--- config.mk ---
export PLATFORM = sky130hd
export DESIGN_NAME = powlib_ffsync_sched_flat
export DESIGN_NICKNAME = d
export VERILOG_FILES = /design/src/rtl/powlib_pkg.sv /design/src/rtl/powlib_ffsync_sched_if.sv /design/src/rtl/powlib_rrarb.sv /design/src/rtl/powlib_ffsync_sched.sv /design/src/flat_wrapper.sv
export SDC_FILE = /design/constraint.sdc
export NUM_CORES = 1
export LEC_CHECK = 0
export ABC_AREA = 1
export CELL_PAD_IN_SITES_DETAIL_PLACEMENT = 0
export CELL_PAD_IN_SITES_GLOBAL_PLACEMENT = 2
export CORE_ASPECT_RATIO = 0.7
export CORE_MARGIN = 2
export CORE_UTILIZATION = 28
export DETAILED_ROUTE_END_ITERATION = 16
export GPL_ROUTABILITY_DRIVEN = 0
export HOLD_SLACK_MARGIN = 0.05
export PLACE_DENSITY_LB_ADDON = 0.1
export SLEW_MARGIN = 20
export SYNTH_ARGS = -nofsm -noshare
export SYNTH_HDL_FRONTEND = slang
export SYNTH_SLANG_ARGS = --single-unit
--- constraint.sdc ---
create_clock -name clk -period 5.9 [get_ports clk]
set_input_delay 0.59 -clock clk [delete_from_list [all_inputs] [get_ports clk]]
set_output_delay 0.59 -clock clk [all_outputs]
set_load 0.005 [all_outputs]
--- src/rtl/powlib_pkg.sv ---
// Shared definitions for the powlib crossing helpers: FSM encodings and a
// constant-safe ceiling-log2 used to size id and counter fields.
package powlib_pkg;

  typedef enum logic [1:0] {
    S_IDLE = 2'd0,
    S_LOAD = 2'd1,
    S_HOLD = 2'd2
  } state_e;

  function automatic int clog2(input int value);
    int result;
    result = 0;
    while ((1 << result) < value) begin
      result = result + 1;
    end
    return result;
  endfunction

endpackage

--- src/rtl/powlib_ffsync_sched_if.sv ---
// Requester-side bundle of the scheduler: level requests with payloads in,
// one-hot acks and the {id,payload} word plus strobe towards the ffsync out.
interface powlib_ffsync_sched_if #(
  parameter int W = 8,
  parameter int N = 4
) ();
  import powlib_pkg::*;

  localparam int IW = (N > 1) ? clog2(N) : 1;

  logic [N-1:0]    req;
  logic [N*W-1:0]  data;
  logic [N-1:0]    ack;
  logic [IW+W-1:0] sync_d;
  logic            sync_vld;
  logic            busy;

  modport master (
    output req, data,
    input  ack, sync_d, sync_vld, busy
  );

  modport slave (
    input  req, data,
    output ack, sync_d, sync_vld, busy
  );

endinterface

--- src/rtl/powlib_rrarb.sv ---
// Stateless round-robin pick: first set request at or above ptr, wrapping mod N.
// The pointer register belongs to the caller.
module powlib_rrarb
  import powlib_pkg::*;
#(
  parameter int N  = 4,
  parameter int IW = (N > 1) ? clog2(N) : 1
) (
  input  logic [N-1:0]  req,
  input  logic [IW-1:0] ptr,
  output logic [N-1:0]  gnt,
  output logic [IW-1:0] gid
);

  logic [IW-1:0] idx;
  logic          found;

  always_comb begin
    gnt   = '0;
    gid   = '0;
    idx   = '0;
    found = 1'b0;
    for (int k = 0; k < N; k++) begin
      idx = IW'((int'(ptr) + k) % N);
      if (!found && req[idx]) begin
        found    = 1'b1;
        gnt[idx] = 1'b1;
        gid      = idx;
      end
    end
  end

endmodule

--- src/rtl/powlib_ffsync_sched.sv ---
// Round-robin scheduler that time-multiplexes N requesters onto one ffsync
// crossing: launch {id,data} with a one-cycle strobe, then hold it HOLD cycles.
module powlib_ffsync_sched
  import powlib_pkg::*;
#(
  parameter int W    = 8,
  parameter int N    = 4,
  parameter int HOLD = 6
) (
  input  logic                   clk,
  input  logic                   rst,
  powlib_ffsync_sched_if.slave   bus
);

  localparam int IW = (N > 1) ? clog2(N) : 1;
  localparam int CW = (HOLD > 1) ? clog2(HOLD) : 1;

  state_e          state_q, state_d;
  logic [IW-1:0]   ptr_q, ptr_d;
  logic [CW-1:0]   cnt_q, cnt_d;
  logic [IW+W-1:0] sync_d_q, sync_d_d;
  logic            sync_vld_q, sync_vld_d;
  logic [N-1:0]    ack_q, ack_d;
  logic            busy_q, busy_d;

  logic [N-1:0]    gnt;
  logic [IW-1:0]   gid;
  logic [W-1:0]    words [N];

  for (genvar i = 0; i < N; i++) begin : g_words
    assign words[i] = bus.data[i*W +: W];
  end

  powlib_rrarb #(.N(N), .IW(IW)) u_rrarb (
    .req (bus.req),
    .ptr (ptr_q),
    .gnt (gnt),
    .gid (gid)
  );

  // Payload is captured only on the IDLE->LOAD edge so the far domain sees a
  // word that cannot change under it for the whole LOAD+HOLD window.
  always_comb begin
    state_d    = state_q;
    ptr_d      = ptr_q;
    cnt_d      = cnt_q;
    sync_d_d   = sync_d_q;
    sync_vld_d = 1'b0;
    ack_d      = '0;
    case (state_q)
      S_IDLE: begin
        if (|bus.req) begin
          state_d    = S_LOAD;
          sync_d_d   = {gid, words[gid]};
          sync_vld_d = 1'b1;
          ack_d      = gnt;
          ptr_d      = (int'(gid) == N - 1) ? '0 : gid + 1'b1;
        end
      end
      S_LOAD: begin
        state_d = S_HOLD;
        cnt_d   = CW'(HOLD - 1);
      end
      S_HOLD: begin
        if (cnt_q == '0) begin
          state_d = S_IDLE;
        end else begin
          cnt_d = cnt_q - 1'b1;
        end
      end
      default: begin
        state_d = S_IDLE;
      end
    endcase
    busy_d = (state_d != S_IDLE);
  end

  always_ff @(posedge clk or negedge rst) begin
    if (!rst) begin
      state_q    <= S_IDLE;
      ptr_q      <= '0;
      cnt_q      <= '0;
      sync_d_q   <= '0;
      sync_vld_q <= 1'b0;
      ack_q      <= '0;
      busy_q     <= 1'b0;
    end else begin
      state_q    <= state_d;
      ptr_q      <= ptr_d;
      cnt_q      <= cnt_d;
      sync_d_q   <= sync_d_d;
      sync_vld_q <= sync_vld_d;
      ack_q      <= ack_d;
      busy_q     <= busy_d;
    end
  end

  assign bus.ack      = ack_q;
  assign bus.sync_d   = sync_d_q;
  assign bus.sync_vld = sync_vld_q;
  assign bus.busy     = busy_q;

endmodule

--- src/flat_wrapper.sv ---
// flat-port wrapper written by rule: the top's interface ports become plain ports
module powlib_ffsync_sched_flat import powlib_pkg::*;
#(
  parameter int W    = 8,
  parameter int N    = 4,
  parameter int HOLD = 6
)
  (clk, rst, bus_req, bus_data, bus_ack, bus_sync_d, bus_sync_vld, bus_busy);
  powlib_ffsync_sched_if #(.W(W), .N(N)) bus_i ();
  input  logic clk;
  input  logic rst;
  input wire logic [$bits(bus_i.req)-1:0] bus_req;
  input wire logic [$bits(bus_i.data)-1:0] bus_data;
  output wire logic [$bits(bus_i.ack)-1:0] bus_ack;
  output wire logic [$bits(bus_i.sync_d)-1:0] bus_sync_d;
  output wire logic [$bits(bus_i.sync_vld)-1:0] bus_sync_vld;
  output wire logic [$bits(bus_i.busy)-1:0] bus_busy;
  assign bus_i.req = bus_req;
  assign bus_i.data = bus_data;
  assign bus_ack = bus_i.ack;
  assign bus_sync_d = bus_i.sync_d;
  assign bus_sync_vld = bus_i.sync_vld;
  assign bus_busy = bus_i.busy;
  powlib_ffsync_sched #(.W(W), .N(N), .HOLD(HOLD)) u_core (.clk(clk), .rst(rst), .bus(bus_i));
endmodule
# Yosys cells after proc, flatten, opt, wreduce, memory -nomap -nowiden
# Cells that the tools add are included.
# op_classes
add_sub_neg	5
n_eq_ne	4
bitwise	4
reduce_logical	17
muxes	40
order_cmp	9
# op_table
cell	count
$mux W4	6
$bmux W8 S2	1
$mux W8	2
$mux W2	7
$mux W1	13
$lt A2 B3 Y1 const B	4
$or A4 B4 Y4	3
$bmux W1 S2	4
$demux W1 S2	4
$ge A2 B1 Y1 const B	4
$logic_and A1 B1 Y1	7
$pmux W2 S3	1
$pmux W3 S2	1
$add A2 B1 Y2 const B	2
$add A2 B2 Y2 const B	2
$eq A2 B1 Y1 const B	2
$reduce_and A2 Y1	2
$reduce_bool A2 Y1	2
$reduce_or A4 Y1	1
$ge A3 B3 Y1 const B	1
$logic_not A1 Y1	3
$logic_not A3 Y1	1
$mux W3	1
$not A2 Y3	1
other kinds (4)	4
# totals
word_cells	86
ff_bits	23
in_bits	38
output_inout_bits	16

# Longest topological paths before layout
# depth
word_depth	16
ltp_mapped	17

# Cells and area by module
# A second synthesis with hierarchy kept.
# unflattened
hier_cells	278
area_unflattened_um2	1813.0
# modules_own_cells
module	seq_area_each_um2	instances	area_each_um2	cells_per_inst
powlib_ffsync_sched	575.6	1	1336.3	196
powlib_rrarb	0.0	1	476.7	82

# Worst setup path after synthesis
# No wires, ideal clock.
# synth_path
path_kind	register to register
start	reg u_core.ptr_q[0]
end	reg u_core.sync_d_q[2] (netlist: u_core.bus.sync_d[2])
synth_period_minus_slack_ns	2.143
stages_incl_launch_ff	17
path_slack_ns	3.757
arrival_ns	2.026
t_required_ns	5.783
path_cell_list	dfrtp_1 > buf_6 > inv_8 > ha_1 > inv_1 > nand3_2 > nand2_4 > inv_2 > nor2_8 > nand4_4 > nand2_4 > buf_6 > nand2_1 > nand3_1 > nand2_1 > nand2_1 > nand2_1
# synth_between
elab_chain_cells	16
word_cells_on_any_way	28
# synth_rtl
element	line_no	rtl
start: declaration	powlib_ffsync_sched.sv:19	logic [IW-1:0] ptr_q, ptr_d;
start signal: assignment	powlib_ffsync_sched.sv:89	ptr_q <= ptr_d;
branches (longest 11 deep; another with $add A2 B1 Y2)	n/a	
$mux W2 (*)	powlib_rrarb.sv:25	if (!found && req[idx]) begin
$not A2 Y3 (not written as such) (*)	powlib_ffsync_sched.sv:54	sync_d_d = {gid, words[gid]};
$bmux W8 S2 (*)	powlib_ffsync_sched.sv:54	
$mux W8 (not written as such) (*) (2 in series)	powlib_ffsync_sched.sv:54	
end signal: assignment	powlib_ffsync_sched.sv:91	sync_d_q <= sync_d_d;
end: declaration	powlib_ffsync_sched.sv:21	logic [IW+W-1:0] sync_d_q, sync_d_d;
# Every way passes the cells marked *. The select of a mux whose other input is x is not followed.
# A chain may end at the register's enable or synchronous reset.

# Worst setup path in the final report
# Ends and elaborated chain as after synthesis.

==> metrics.yaml <==
logic_synthesis:
  synth-async-reset-ratio: 1.00
  synth_fp_nets: 301
  ys_seq_area_frac: 0.314
  syn_inst: 253
  synth_ff_type: "dfrtp_1"
  yosys-top-cells-area: "dfrtp_1, nand2_1, nand3_1"
  ys_ff_latch: 23
  yosysTopAreaCell: "dfrtp_1"
  yosysTopAreaCellShare: 0.314
  synth_edf_count: 0
  yosysWarnings: 0
  synth_cell_types: 29
  syn_area_um2: 1840
  yosysMostFrequentCell: "nand2_1"
  synthTopCellsByCount: "nand2_1, nand3_1, inv_1"
  syn_area_per_cell_um2: 7.25
timing:
  fmax_mhz: 366
  slew_viol_final: 0
  worstMarginPinSlew_ns: 0.712
  setup_violations: 0
  max_slew_margin: 0.521
  finalHoldViolations: 0
  fin_worst_skew_ns: 0.00553
  period_minus_slack_ns: 2.73
  min_period_over_period: 0.463
  setup_ws_ns: 3.17
  tns_ns: 0
  rsz0062_at_grt: "no"
worst_setup_path:
  r2r-start: "u_core.ptr_q[0]"
  arrival_ns: 2.89
  crit_chain: "inv_8 > ha_1 > inv_1 > nand3_2 > nand2_4 > inv_2 > nor2_8 > nand4_4 > nand2_4 > nand2_1 > nand3_1 > nand2_1 > nand2_1 > nand2_1"
  crit_path_start_kind: "flop"
  r2r_cells: 14
  slowest_stage: "dfrtp_1"
  worstPathRequired_ns: 6.06
  r2r_slack_ns: 3.17
  reg2reg_to: "u_core.bus.sync_d[2]"
  worst_path_most_repeated_cell: "nand2_1"
  cpPeakStageDelay_ns: 0.69
  cp_max_fo: 20
  cp-end-kind: "flop"
  crit_type: "reg -> reg"
  crit_start: "u_core.ptr_q[0]"
cts:
  clock_path_buffers: 2
  cts_root_buffer: "clkbuf_8"
  ctsResizeCount: 0
  ctsHoldBuffers: 0
  clock_latency_ns: 0.27
  cts_tree: "built"
  h-tree-depth: 1
  postCtsSetupBuffers: 0
  cts_num_sinks: 23
  clk_pin_slew_ns: 0.09
  numCtsBuffers: 3
routing:
  wl_per_cell_um: 12.3
  dr.pass1.iters: 4
  vias_per_cell: 4.44
  routed_wl_um: 4710
  ant_nets: 0
  drtIter0Drc: 98
  drc: 0
  vias: 1697
cells_and_area:
  syn_to_final_growth_pct: 33.4
  layout-drive-gt1-share: 0.112
  antennaDiodeCount: 0
  nets: 353
  multi_input_area_um2: 1030
  ff_latch_area_um2: 576
  fill_cells: 674
  fin_area_um2: 2450
hold_path:
  hold_class: "in -> async"
global_routing:
  grt_max_degree: 24
  overflow: 0
  first_global_vias: 1538
  grt_use_total: 0.134
  grt_pass1_wl_um: 7660
  grt_antenna_before_repair: 0
placement:
  place_area_um2: 2410
  port_buffers: 53
  dpl_worst_slack_ns: 2.95
  hpwlAfterDp_um: 3720
floorplan:
  die_w_um: 101
  pin_count: 54
  core_area_um2: 6280
  die-area_um2: 7230
  fp.dieH_um: 71.7
  rows: 24
  start_util: 0.292
run_status:
  status: "finished, final reports clean"
power_and_ir_drop:
  p_leak_nw: 1.28
  vdd_drop_max_mv: 0.142
  powerDensity_nw_per_um2: 604
flow_run:
  maxCapViolations: 0
cell usage in the layout (no fill, tap or decap), types with 2 or more instances in the layout:
master	Yosys	final
clkdlybuf4s50_1	0	52
inv_2	3	3
dfrtp_1	23	23
ha_1	10	10
nand3_2	4	4
nand2_2	6	6
nand3_1	44	44
nand4_1	5	5
nand2_4	8	8
nor2_1	9	9
nand2_1	76	76
a22oi_1	2	2
inv_1	39	39
nor2_2	2	2
clkbuf_8	0	3
o211ai_1	3	3
state kept, by name, indices dropped and copies added (netlist names):
signal / cells
u_core.bus.busy: 1
u_core.cnt_q: 3
u_core.bus.sync_d: 10
u_core.bus.ack: 4
u_core.state_q: 2
u_core.bus.sync_vld: 1
u_core.ptr_q: 2
worst max-delay path: cells and delay by family, from the launching register on:
kind	cells	cell delay [ns]
DFF	1	0.69
adders and majority gates	1	0.40
and+or+nand+nor	10	1.24
buffers and inverters	3	0.30
final cells by class:
| type | count | area share |
|---|---|---|
| Inverter | 43 | 0.0690 |
| Clock inverter | 1 | 0.00204 |
| Timing Repair Buffer | 54 | 0.218 |
| Clock buffer | 3 | 0.0169 |
| Multi-Input combinational cell | 180 | 0.420 |
| Sequential cell | 23 | 0.235 |
| Tap cell | 78 | 0.0399 |
cell families (layout without fill, tap and decap cells):
family,after synthesis,after routing,synth area share
adder cells (fa/ha/maj),10,10,0.0682
AO/OA/AOI/OAI,11,11,0.0395
flip-flops,23,23,0.314
AND/OR/NAND/NOR,159,159,0.452
buffers and inverters,50,101,0.127
power by group:
part	switching [W]	internal, W	total [W]
clock	0.0000513	0.0000472	0.0000984
sequential	0.0000589	0.000239	0.000298
combinational	0.000681	0.000401	0.00108
total	0.000792	0.000687	0.00148
routing by layer:
layer	GRT usage	vias to the layer above	share of wire	wire length (µm)
met4	0.0365	0	0.010	48
met2	0.173	55	0.36	1710
met1	0.227	735	0.58	2740
met3	0.0146	4	0.043	201
li1	-	903	-	-
met5	0	-	0	0
how the worst max path moves through the flow:
stage / endpoint / slack [ns] / depth (start not counted)
floorplan: u_core.bus.sync_d[2] / 3.76 / 16
global placement: u_core.bus.sync_d[4] / 2.93 / 8
detailed placement: u_core.bus.sync_d[4] / 2.95 / 8
CTS: u_core.bus.sync_d[0] / 3.19 / 14
global route: u_core.bus.sync_d[0] / 2.92 / 14
finish: u_core.bus.sync_d[2] / 3.17 / 14
stage by stage:
step / utilization / power [W] / hold WS (ns) / std cells
2_1_floorplan: - / 0.00112 / 0.294 / 253
3_3_place_gp: 0.384 / 0.00140 / 0.476 / 378
3_5_place_dp: 0.384 / 0.00139 / 0.477 / 378
4_1_cts: 0.391 / 0.00149 / 0.499 / 382
5_1_grt: 0.390 / 0.00164 / 0.320 / 382
6_report: 0.390 / 0.00148 / 0.289 / 382
Note: power is estimated with default switching activity, not from simulation.
